==> src/rtl/cfg_frame_loader.sv <==
// Configuration frame loader: parses a framed 32-bit word stream (header, frame data, checksum)
// and writes assembled frames to the fabric configuration port.
module cfg_frame_loader #(
  parameter int unsigned FRAME_W  = 33,
  parameter int unsigned N_FRAMES = 64,
  parameter logic [15:0] MAGIC    = 16'hC0F6,
  localparam int unsigned AW      = (N_FRAMES > 1) ? $clog2(N_FRAMES) : 1
) (
  input  logic               clock,
  input  logic               reset,
  input  logic               start,
  input  logic [31:0]        in_word,
  input  logic               in_valid,
  output logic               in_ready,
  output logic [AW-1:0]      cfg_addr,
  output logic [FRAME_W-1:0] cfg_data,
  output logic               cfg_we,
  output logic               busy,
  output logic               done,
  output logic               error,
  output logic [1:0]         err_code
);

  localparam int unsigned WPF = (FRAME_W + 31) / 32;
  localparam int unsigned WIW = (WPF > 1) ? $clog2(WPF) : 1;
  localparam int unsigned BW  = WPF * 32;

  typedef enum logic [2:0] {
    S_IDLE, S_HEADER, S_DATA, S_CHECK, S_DONE, S_ERROR
  } state_t;

  state_t         state, state_n;
  logic [15:0]    count;
  logic [AW-1:0]  frm_idx;
  logic [WIW-1:0] word_idx;
  logic [31:0]    sum;
  logic [BW-1:0]  frame_buf, frame_next;
  logic           xfer, magic_bad, count_bad, last_word, last_frame;

  assign xfer       = in_valid && in_ready;
  assign magic_bad  = (in_word[31:16] != MAGIC);
  assign count_bad  = (in_word[15:0] == 16'd0) || (32'(in_word[15:0]) > N_FRAMES);
  assign last_word  = (word_idx == WIW'(WPF - 1));
  assign last_frame = (16'(frm_idx) == (count - 16'd1));

  // Frame buffer with the incoming word merged into its slot.
  always_comb begin
    frame_next = frame_buf;
    for (int k = 0; k < int'(WPF); k++) begin
      if (word_idx == WIW'(k)) frame_next[32*k +: 32] = in_word;
    end
  end

  always_ff @(posedge clock or posedge reset) begin
    if (reset) state <= S_IDLE;
    else       state <= state_n;
  end

  always_comb begin
    state_n = state;
    case (state)
      S_IDLE, S_DONE, S_ERROR: if (start) state_n = S_HEADER;
      S_HEADER: if (xfer) state_n = (magic_bad || count_bad) ? S_ERROR : S_DATA;
      S_DATA:   if (xfer && last_word && last_frame) state_n = S_CHECK;
      S_CHECK:  if (xfer) state_n = (in_word == sum) ? S_DONE : S_ERROR;
      default:  state_n = S_IDLE;
    endcase
  end

  // Datapath and registered outputs; in_ready/busy track the upcoming state.
  always_ff @(posedge clock or posedge reset) begin
    if (reset) begin
      in_ready  <= 1'b0;
      busy      <= 1'b0;
      cfg_we    <= 1'b0;
      cfg_addr  <= '0;
      cfg_data  <= '0;
      done      <= 1'b0;
      error     <= 1'b0;
      err_code  <= 2'd0;
      count     <= 16'd0;
      frm_idx   <= '0;
      word_idx  <= '0;
      sum       <= 32'd0;
      frame_buf <= '0;
    end else begin
      cfg_we   <= 1'b0;
      in_ready <= (state_n == S_HEADER) || (state_n == S_DATA) || (state_n == S_CHECK);
      busy     <= (state_n == S_HEADER) || (state_n == S_DATA) || (state_n == S_CHECK);
      case (state)
        S_IDLE, S_DONE, S_ERROR: begin
          if (start) begin
            done     <= 1'b0;
            error    <= 1'b0;
            err_code <= 2'd0;
            frm_idx  <= '0;
            word_idx <= '0;
            sum      <= 32'd0;
          end
        end
        S_HEADER: begin
          if (xfer) begin
            if (magic_bad) begin
              error    <= 1'b1;
              err_code <= 2'd1;
            end else if (count_bad) begin
              error    <= 1'b1;
              err_code <= 2'd2;
            end else begin
              count <= in_word[15:0];
            end
          end
        end
        S_DATA: begin
          if (xfer) begin
            sum       <= sum + in_word;
            frame_buf <= frame_next;
            if (last_word) begin
              word_idx <= '0;
              cfg_we   <= 1'b1;
              cfg_addr <= frm_idx;
              cfg_data <= frame_next[FRAME_W-1:0];
              // Hold the index on the final frame so it never wraps.
              if (!last_frame) frm_idx <= frm_idx + AW'(1);
            end else begin
              word_idx <= word_idx + WIW'(1);
            end
          end
        end
        S_CHECK: begin
          if (xfer) begin
            if (in_word == sum) begin
              done <= 1'b1;
            end else begin
              error    <= 1'b1;
              err_code <= 2'd3;
            end
          end
        end
        default: ;
      endcase
    end
  end

endmodule

==> config.mk <==
export PLATFORM = sky130hd
export DESIGN_NAME = cfg_frame_loader
export DESIGN_NICKNAME = d
export VERILOG_FILES = /design/src/rtl/cfg_frame_loader.sv
export SDC_FILE = /design/constraint.sdc
export NUM_CORES = 1
export LEC_CHECK = 0
export BUFFER_PORTS_ARGS = -buffer_cell sky130_fd_sc_hd__buf_2
export CAP_MARGIN = 5
export CORE_AREA = 8 8 137 139
export DETAILED_ROUTE_END_ITERATION = 6
export DIE_AREA = 0 0 145 147
export PLACE_DENSITY = 0.69
export RECOVER_POWER = 100
export SYNTH_ARGS = -nofsm -noshare
export SYNTH_HDL_FRONTEND = slang
export SYNTH_SLANG_ARGS = --single-unit
export TNS_END_PERCENT = 1
==> constraint.sdc <==
create_clock -name clock -period 4.7 [get_ports clock]
set_input_delay 0.705 -clock clock [delete_from_list [all_inputs] [get_ports clock]]
set_output_delay 0.705 -clock clock [all_outputs]
set_load 0.1 [all_outputs]
* Word level (Yosys, flattened, before mapping)
Index checks and enable logic that the tools add are counted.
Storage, ports and cells: bits in registers 136, output and inout bits 46
Operators by class: equal/unequal tests 20, bitwise gates (word level) 2, reduce and logical (&&, ||, !) cells 20, multiplexer cells 40, $lt $le $gt $ge 1, add/subtract/negate cells 4
Operators with widths (count):
- 32-bit 2-to-1 mux | 3
- 32-bit case mux with 2 select lines | 1
- 32-bit adder | 1
- 32-bit == test | 1
- 6-bit 2-to-1 mux | 4
- 6-bit by 16-bit == test with 1-bit output | 1
- 16-bit by 7-bit greater-than comparator with 1-bit output, second input constant | 1
- 16-bit logical NOT | 1
- 16-bit != test, second input constant | 1
- 2-bit != test, second input constant | 8
- 16-bit by 1-bit subtractor with 16-bit output, second input constant | 1
- 1-bit 2-to-1 mux | 15
- 3-bit 2-to-1 mux | 5
- 3-bit by 2-bit == test with 1-bit output, second input constant | 4
- 2-bit 2-to-1 mux | 6
- 3-bit case mux with 4 select lines | 1
- 6-bit case mux with 2 select lines | 1
- 4-bit AND reduction | 2
- 6-bit by 1-bit adder with 6-bit output, second input constant | 1
- 3-bit by 1-bit == test with 1-bit output, second input constant | 2
- 3-bit == test, second input constant | 2
- 2-bit case mux with 3 select lines | 1
- 3-bit AND reduction | 2
- 6-bit AND reduction | 1
- other kinds (13) | 21

* Depth between registers and ports, before layout
depth in word-level cells 9, gate-level depth with buffers 11, depth with buffers taken out 10

* Worst setup path after synthesis
No wires, ideal clock.
path type input to register, start input port in_word[0], end register sum[28], arrival time 2.922 ns, required time 4.580 ns, setup time 0.120 ns, cell stages on the path 10, setup slack 1.658 ns, cell sequence ha_1 -> fa_1 -> a21oi_1 -> o21ai_0 -> a32oi_1 -> a2111oi_1 -> o21ai_1 -> a21boi_0 -> or3_1 -> a31o_2
On the way: word-level cells in the longest chain between the ends 3
Ends and longest elaborated chain:
- start: declaration | RTL line 12 | input logic [31:0] in_word,
- 32-bit adder | RTL line 116 | sum <= sum + in_word;
- 32-bit 2-to-1 mux | RTL line 115 | if (xfer) begin
- 32-bit case mux with 2 select lines | RTL line 90 | case (state)
- end signal: assignment | RTL line 116
- end: declaration | RTL line 36 | logic [31:0] sum;
No other way between the ends. The select of a mux whose other input is x is not followed. A chain may end at the register's enable or synchronous reset.

* Worst setup path in the final report
start register state[1], end register sum[31]
On the way: word-level cells in the longest chain between the ends 4, elaborated cells on any way between the ends 10
Ends and longest elaborated chain:
- start: declaration | RTL line 32 | state_t state, state_n;
- start signal: assignment | RTL line 56 | else state <= state_n;
- 3-bit == test / 3-bit logical NOT (equally long branches) | RTL line 90
- 3-bit OR reduction | RTL line 90
- 2-bit != test (no line) / 2-bit nonzero test (equally long branches)
- 3-bit AND reduction (no line)
Parallel ways exist; a longest one is shown, timed or not.

==> flow_summary.json <==
{
  "path_clk_slew_ns": 0.06,
  "internal-power_mw": 1.99,
  "core_area_mm2": 0.0168,
  "dp_slack_ns": 1.16,
  "cts_setup_buffers": 0,
  "synthArstFlopShare_pct": 100,
  "synthCells": 772,
  "arrival_ns": 3.93,
  "total_power_mw": 2.83,
  "rsz0062_at_grt": "false",
  "vias": 5897,
  "crit_required_ns": 5.05,
  "wl_um": 17500,
  "reg2reg_slack_ns": 1.11,
  "antenna_left": 0,
  "drt-wirelength-per-cell_um": 16.3,
  "power.switching_uw": 836,
  "grt.busiest_layer": "met2",
  "final_core_util_pct": 50.2,
  "final-instance-count-excl-fill": 1079,
  "port_buffers": 81,
  "min_path_type": "flop to flop",
  "gr-total-overflow": 0,
  "final_nets": 911,
  "max_slew.worst_pin.slew_ns": 2.26,
  "grt_max_degree": 109,
  "htree_num_levels": 4,
  "whs_ns": 0.464,
  "clockPowerShare_pct": 45.0,
  "hold_buffers": 0,
  "drive_gt1_share_pct": 15.0,
  "pwr-share-comb_pct": 12.7,
  "max_freq_mhz": 279,
  "end_kind": "flop",
  "area_delta_synth_final_pct": 14.3,
  "clock_latency_ns": 0.43,
  "period_share_pct": 76.3,
  "grt_pass1_vias": 5813,
  "fin_crit_ns": 3.59,
  "clock_sinks": 135,
  "worstPathMaxFanout": 37,
  "crit_path_start": "state[1]$_DFF_PP0_",
  "cts_resized": 0,
  "numCtsBuffers": 17,
  "root_buffer": "clkbuf_16",
  "dieHeight_um": 147,
  "synth.cell_area_mm2": 0.00736,
  "ys_types": 74,
  "synth.yosys.seq_area_share_pct": 45.9,
  "grt_pass1_wl_um": 29300,
  "syn_area_per_cell_um2": 9.53,
  "first_pass_iters": 7,
  "setup_tns_ns": 0,
  "clock-skew-final_ns": 0.00987,
  "max_slew_margin_pct": -51.0,
  "power_leakage_nw": 4.09,
  "drt_iter0_drc": 577,
  "met3_usage_pct": 4.74,
  "ios": 82,
  "crit_type": "flop to flop",
  "cts_buffer_depth": 2,
  "synth_top_area_cell": "dfrtp_1",
  "finalWeightedCongestion": 0.856,
  "antenna_found_initial": 1,
  "dpl.cell_count": 1047,
  "n_antenna_cell": 0,
  "failed_checks": "max-capacitance violations, max-slew violations",
  "yosys-top-cells-area": "dfrtp_1 (46%), nand2_1 (7.9%), mux2_2 (5.8%)",
  "grt_util_met1_pct": 22.5,
  "drc_errors": 0,
  "ys_warn_count": 0,
  "r2r-start": "state[1]$_DFF_PP0_",
  "swShare_pct": 29.5,
  "grt_usage_pct": 16.8,
  "start_kind": "flop",
  "outcome": "finished with violations",
  "placed_area_mm2": 0.00795,
  "fp.dieArea_mm2": 0.0213,
  "hold_viol_final": 0,
  "power_frac_seq_pct": 42.3,
  "drv_slew": 143,
  "drv_cap": 2,
  "ys_ff_latch": 135,
  "rows": 48,
  "grt_util_met2_pct": 25.2,
  "dp_hpwl_um": 12100,
  "yosysTopAreaCellShare_pct": 45.9,
  "worst_slack_ns": 1.11,
  "start_util_pct": 43.9,
  "synth_fp_nets": 842,
  "vdd_ir_drop_max_uv": 236,
  "synth_edf_count": 0,
  "synthFlopType": "dfrtp_1",
  "hp-start": "frame_buf[6]$_DFFE_PP0P_",
  "drt-vias-per-instance": 5.47,
  "fin_area_mm2": 0.00841,
  "powerDensity_mw_per_mm2": 336,
  "cts_tree": "done",
  "die_x_um": 145,
  "setup_viol": 0
}
-- worst paths after layout --
path | end | cells past startpoint
max reg2reg | sum[31]$_DFFE_PP0P_ | 9
max | sum[31]$_DFFE_PP0P_ | 9
min | cfg_data[6]$_DFFE_PP0P_ | 2
min reg2reg | cfg_data[6]$_DFFE_PP0P_ | 2
min in group asynchronous | cfg_data[14]$_DFFE_PP0P_ | 2
max in group asynchronous | frame_buf[21]$_DFFE_PP0P_ | 3
-- registers in the layout, indices dropped and copies added, names as in the netlist --
signal     cells
cfg_addr       6
done           1
frm_idx        6
frame_buf     32
cfg_data      33
busy           1
last_word      1
state          3
count         16
err_code       2
error          1
cfg_we         1
sum           32
-- synth_stat cells, types with 11 or more instances --
| cell | instances |
|---|---|
| ha_1 | 33 |
| nand4_1 | 14 |
| dfrtp_1 | 135 |
| nand2_1 | 155 |
| and2_1 | 11 |
| nand3_1 | 55 |
| a21oi_1 | 31 |
| xor2_1 | 17 |
| a21o_1 | 15 |
| nor4_1 | 11 |
| mux2_2 | 38 |
| xnor2_1 | 17 |
| inv_1 | 11 |
| clkbuf_1 | 32 |
| nor3_1 | 15 |
| o21ai_0 | 41 |
| nor2_1 | 31 |
-- worst max-delay path, stage by stage, from the launching register on --
cell	delay, ns
dfrtp_1	0.48
nor3b_1	0.22
nand3_1	0.66
clkbuf_1	1.13
nor2_1	0.19
nor3_1	0.24
a21o_1	0.12
a31oi_1	0.04
mux2i_1	0.21
mux2i_1	0.21
-- cell type report --
type                    instances  area [um^2]
clock inverters                13          124
fillers                      1569         8340
repair buffers                 88          382
clock buffers                  19          443
multi-input cells             587         3760
well taps                     225          282
inverters                      12         48.8
flip-flops and latches        135         3380
-- power by group through the flow --
stage | logic (mW) | registers (mW) | clock network (mW)
after floorplan | 0.165 | 1.33 | 0
after global placement | 0.371 | 1.22 | 0
after detailed placement | 0.370 | 1.22 | 0
after CTS | 0.372 | 1.20 | 1.30
after global routing | 0.390 | 1.20 | 1.35
final | 0.360 | 1.20 | 1.27
-- kinds of logic after synthesis --
group | after synthesis | synth area share (%)
and+or+nand+nor | 335 | 21.9
xor gates and xnor gates | 34 | 4.05
buffers and inverters | 50 | 2.77
AOI/OAI and AO/OA | 141 | 12.9
adders and majority gates | 34 | 5.88
DFF | 135 | 45.9
muxes | 43 | 6.56
-- per-layer routing --
| metal | up-vias | wire, um |
|---|---|---|
| met5 | - | 13 |
| met2 | 132 | 7800 |
| met1 | 2841 | 8460 |
| li1 | 2896 | - |
| met4 | 2 | 316 |
| met3 | 26 | 954 |
-- layout by cell type (no fill, tap or decap), drive strengths merged, types with 14 or more instances in the layout --
cell / count
a21o: 15
a21oi: 32
buf: 35
clkbuf: 72
dfrtp: 135
ha: 33
mux2: 39
nand2: 157
nand3: 55
nand4: 14
nor2: 31
nor3: 15
o21ai: 44
xnor2: 17
xor2: 17
(Power assumes the default switching activity.)
